`config.mk`:
```
export PLATFORM = sky130hd
export DESIGN_NAME = adc_capture_buf
export DESIGN_NICKNAME = d
export VERILOG_FILES = /design/src/rtl/adc_capture_buf.sv
export SDC_FILE = /design/constraint.sdc
export NUM_CORES = 1
export LEC_CHECK = 0
export BUFFER_PORTS_ARGS = -buffer_cell sky130_fd_sc_hd__clkbuf_2
export CAP_MARGIN = 25
export CELL_PAD_IN_SITES_DETAIL_PLACEMENT = 1
export CELL_PAD_IN_SITES_GLOBAL_PLACEMENT = 1
export CORE_AREA = 4 4 233 235
export DETAILED_ROUTE_END_ITERATION = 7
export DIE_AREA = 0 0 237 239
export GPL_TIMING_DRIVEN = 0
export PLACE_DENSITY = 0.67
export SYNTH_ARGS = -nofsm -noshare
export SYNTH_HDL_FRONTEND = slang
export SYNTH_SLANG_ARGS = --single-unit
```
`constraint.sdc`:
```
create_clock -name clk -period 3.11 [get_ports clk]
set_input_delay 0.311 -clock clk [delete_from_list [all_inputs] [get_ports clk]]
set_output_delay 0.311 -clock clk [all_outputs]
set_load 0.005 [all_outputs]
```
`src/rtl/adc_capture_buf.sv`:
```
// ADC AXI4-stream capture into BRAM: arm/trigger/abort control, decimation, length-limited store.
// Optional macro ADC_CAPTURE_TSTAMP_EN adds a free-running cycle counter latched on each accepted trigger.
module adc_capture_buf #(
  parameter int DATA_WIDTH = 256,
  parameter int ADDR_WIDTH = 13
) (
  input  logic                  clk,
  input  logic                  aresetn,
  input  logic [DATA_WIDTH-1:0] s_tdata,
  input  logic                  s_tvalid,
  output logic                  s_tready,
  input  logic                  arm,
  input  logic                  trigger,
  input  logic                  abort,
  input  logic [ADDR_WIDTH-1:0] cfg_len,
  input  logic [7:0]            cfg_decim,
  output logic [ADDR_WIDTH-1:0] bram_addr,
  output logic [DATA_WIDTH-1:0] bram_din,
  output logic                  bram_we,
  output logic                  armed,
  output logic                  busy,
  output logic                  done,
  output logic [ADDR_WIDTH-1:0] wr_count,
  output logic [31:0]           trig_tstamp
);

  typedef enum logic [1:0] {IDLE, ARMED, CAPTURE, DONE} state_t;

  state_t                state_q, state_d;
  logic [ADDR_WIDTH-1:0] len_q;
  logic [ADDR_WIDTH-1:0] wr_next;
  logic [7:0]            decim_q;
  logic [7:0]            dec_cnt_q;
  logic [7:0]            dec_base;
  logic [7:0]            dec_step;
  logic                  accept;
  logic                  store;
  logic                  arm_take;
  logic                  trig_take;

  always_ff @(posedge clk or negedge aresetn) begin
    if (!aresetn) state_q <= IDLE;
    else          state_q <= state_d;
  end

  // The trigger-cycle beat is decimation index 0, so the counter base is 0 outside CAPTURE.
  always_comb begin
    state_d   = state_q;
    store     = 1'b0;
    arm_take  = 1'b0;
    trig_take = 1'b0;
    accept    = s_tvalid & s_tready;
    wr_next   = wr_count + ADDR_WIDTH'(1);
    dec_base  = (state_q == CAPTURE) ? dec_cnt_q : 8'd0;
    dec_step  = (dec_base == decim_q) ? 8'd0 : dec_base + 8'd1;
    if (abort) begin
      state_d = IDLE;
    end else begin
      case (state_q)
        IDLE, DONE: begin
          if (arm) begin
            arm_take = 1'b1;
            state_d  = ARMED;
          end
        end
        ARMED: begin
          if (trigger) begin
            trig_take = 1'b1;
            if (len_q == '0) begin
              state_d = DONE;
            end else begin
              store   = accept;
              state_d = (store && wr_next == len_q) ? DONE : CAPTURE;
            end
          end
        end
        CAPTURE: begin
          store = accept && (dec_cnt_q == 8'd0);
          if (store && wr_next == len_q) state_d = DONE;
        end
        default: state_d = IDLE;
      endcase
    end
  end

  always_ff @(posedge clk or negedge aresetn) begin
    if (!aresetn) begin
      s_tready  <= 1'b0;
      bram_we   <= 1'b0;
      bram_addr <= '0;
      bram_din  <= '0;
      wr_count  <= '0;
      len_q     <= '0;
      decim_q   <= '0;
      dec_cnt_q <= '0;
    end else begin
      s_tready <= 1'b1;
      bram_we  <= store;
      if (store) begin
        bram_addr <= wr_count;
        bram_din  <= s_tdata;
        wr_count  <= wr_next;
      end
      if (arm_take) begin
        len_q    <= cfg_len;
        decim_q  <= cfg_decim;
        wr_count <= '0;
      end
      // Only accepted beats advance decimation; valid gaps leave it untouched.
      if (trig_take)
        dec_cnt_q <= accept ? dec_step : 8'd0;
      else if (state_q == CAPTURE && !abort && accept)
        dec_cnt_q <= dec_step;
    end
  end

  assign armed = (state_q == ARMED);
  assign busy  = (state_q == CAPTURE);
  assign done  = (state_q == DONE);

`ifdef ADC_CAPTURE_TSTAMP_EN
  logic [31:0] cyc_q;
  logic [31:0] tstamp_q;

  always_ff @(posedge clk or negedge aresetn) begin
    if (!aresetn) begin
      cyc_q    <= '0;
      tstamp_q <= '0;
    end else begin
      cyc_q <= cyc_q + 32'd1;
      if (trig_take) tstamp_q <= cyc_q;
    end
  end

  assign trig_tstamp = tstamp_q;
`else
  assign trig_tstamp = 32'd0;
`endif

endmodule

```
==> out/results.tsv <==
metric	value	unit
netlist area before placement	13100	sq um
Reg clk slew, reported paths	0.06	ns
DIE AREA	56600	sq um
Comb pwr share	26.7	%
Max Cap Viol	0	
sequential-to-total area share from yosys stat	60.3	%
RSZ-0062 raised after global routing	no	
PortBufs	568	
minimum clock period	2.83	ns
Post-Place Cells	2753	
HPWL Detailed	40.0	mm
CP peak stage delay	0.61	ns
critical-path cell list	ha_1, and3_1, clkbuf_1, xnor2_1, nand3_1, a2111oi_2, and3_1, a31oi_1, mux2_4	
Crit-path slowest cell	dfrtp_1	
Via Count	13800	
R2R Setup Slk	0.28	ns
f_max	354	MHz
final net count	2668	
fin cells	3101	
DRC	0	
drt wl/cell	19.0	um
die width	237	um
clk root buf	clkbuf_16	
clock tree buffer depth	3	
Mapped Cells	1463	
core area	52200	sq um
layout cell share with drive strength beyond 1	30.5	%
Int Pwr	9.71	mW
number of fill cells	6257	
Pwr Total	14.4	mW
FF+latch count, synth	315	
clk_lat worst skew	0.55	ns
Final Hold Fails	0	
Async SR Flop Fraction	100	%
Multi-input gate area	4680	sq um
commonest non-fill, non-tap cell in the layout	nand2_1	
Post-synth top flop	dfrtp_1	
Max FO, Critical Path	8	
Post-DRT Antenna Nets	0	
Area Overhead vs Synth	60.5	%
FP Rows	84	
gr usage total	20.2	%
WL final	59.0	mm
startpoint types	register	
number of buffers created by CTS	39	
PD cells	686	nW/um^2
vias per cell	4.43	
leakage power	12.0	nW
TritonCTS Sinks	315	
EDFF count, synth	0	
CTS tree	done	
gr ovfl total	0	
switching pwr	4.70	mW
Slew @ Worst Pin	0.730	ns
Worst EP arrival	3.25	ns
setup bufs post-CTS	0	
synth unique cells	49	
switch share	32.6	%
Seq pwr share	42.2	%
RePlAce Congestion	0.855	
Slew HR	51.3	%
initial antenna violation count	6	
Syn. warnings	0	
final period utilization	90.9	%
most frequent cells in the layout	nand2_1, clkbuf_2, dfrtp_1	
Crit. End Element	register	
Clock power frac	31.1	%
Starting Density	25.0	%
Final Slew Violations	0	
register area	7880	sq um
HP Class	in -> reg	
vias in the first global route	15700	
CP most frequent cell	and3_1	
largest net degree at the start of global routing	106	
Setup Viol. Count Final	0	
TritonRoute pass-1 iters	4	
Iteration-0 DRC Markers	656	
Worst Path Required	3.54	ns
clk_skew	0.0165	ns
first-pass GRT wire length	90.5	mm
status	finished, final reports clean	
utilization of the core after routing	40.2	%
htree depth	2	
VDD IR max	376	uV
WS Path Type	reg -> reg	
Die Height	239	um
I/O pin count	602	
syn_area_per_cell	8.94	sq um
## synthesized netlist by cell type, drive strengths merged, types with 2 or more instances
cell     count  share of area [%]
clkbuf      40                1.1
nand4        7               0.45
a21o         3               0.17
nand2      827                 24
inv          8               0.23
mux2        22                1.9
o22ai        3               0.14
conb         2              0.057
o31ai        8               0.46
a22o         3               0.20
nand3       18               0.77
buf         72                3.5
a31o         2               0.13
xor2         9               0.60
nand3b       3               0.17
a22oi        4               0.23
dfrtp      315                 60
xnor2       15                1.0
o211ai       2               0.11
o2bb2ai      2               0.13
and3         7               0.33
nand2b       2              0.096
nor3         4               0.24
nor4         5               0.24
a31oi        5               0.24
a21oi       10               0.38
and4         2               0.13
and2         6               0.29
ha           5               0.48
o21ai       19               0.73
nor2        22               0.63
## metal layers
| layer | up-vias | GRT usage [%] | wire [um] |
|---|---|---|---|
| li1 | 6355 | - | - |
| met1 | 6784 | 22.1 | 21700 |
| met2 | 466 | 36.8 | 31000 |
| met3 | 146 | 5.34 | 3700 |
| met4 | 0 | 9.15 | 2590 |
| met5 | - | 0 | 0 |
## layout make-up
cell class                      count  share of cell area, %
Antenna cell                        6                 0.0715
Buffer                            112                   2.90
Multi-Input combinational cell   1059                   22.3
Timing Repair Buffer              845                   27.0
Clock inverter                      8                  0.399
Clock buffer                       60                   5.51
Tap cell                          688                   4.10
Inverter                            8                  0.143
Sequential cell                   315                   37.5
## through the flow
stage | setup WS [ns] | setup TNS, ns | hold WS (ns) | area [sq um]
5_1_grt | 0.0378 | 0 | 0.0285 | 21000
3_5_place_dp | -0.140 | -1.84 | 0.333 | 17000
2_1_floorplan | 0.764 | 0 | 0.0154 | 13200
6_report | 0.284 | 0 | 0.0381 | 21000
3_3_place_gp | -5.51 | -1719.05 | 0.458 | 16900
4_1_cts | 0.0342 | 0 | 0.00539 | 21000
## sequential cells by signal (all words and copies together) (netlist names)
signal	cells
bram_addr	13
bram_din	256
bram_we	1
dec_cnt_q	8
decim_q	8
len_q	13
s_tready	1
state_q	2
wr_count	13
## critical path, delay by kind of cell (launching register included)
| family | cells | cell delay (ns) |
|---|---|---|
| AOI/OAI and AO/OA | 2 | 0.46 |
| xor gates and xnor gates | 1 | 0.16 |
| adders and majority gates | 1 | 0.36 |
| buffers and inverters | 1 | 0.27 |
| DFF | 1 | 0.61 |
| muxes | 1 | 0.32 |
| and+or+nand+nor | 3 | 0.53 |
## kinds of logic after synthesis
kind of cell / count (synthesis) / share of synthesized area (%)
compound gates: 68 / 3.47
xor+xnor: 24 / 1.61
fa+ha+maj: 5 / 0.478
buf+inv: 120 / 4.84
flops: 315 / 60.3
mux: 23 / 2.00
other cells: 2 / 0.0574
simple gates: 906 / 27.3
## worst paths after layout
kind | start | endpoint | depth (start not counted)
min in group asynchronous | aresetn | bram_din[114] | 2
hold reg to reg | bram_addr[1] | bram_addr[1] | 2
setup reg to reg | wr_count[0] | state_q[1] | 9
hold / removal | s_tdata[89] | bram_din[89] | 3
max in group asynchronous | aresetn | wr_count[11] | 4
setup / recovery | wr_count[0] | state_q[1] | 9
## what timing repair did
item                                    4_1_cts  5_1_grt
hold buffers                                274        0
resized for setup                             2        4
hold endpoints to repair                    329        0
endpoints found under the setup margin       20      192
## power groups by stage
stage / Sequential, mW / Combinational [mW] / Clock (mW)
after floorplan: 6.05 / 1.43 / 0
after global placement: 6.03 / 3.36 / 0
after detailed placement: 6.08 / 3.48 / 0
after CTS: 6.04 / 3.79 / 4.62
after global routing: 6.23 / 4.25 / 4.79
final: 6.08 / 3.85 / 4.49
Power figures use the tool's default switching activity.
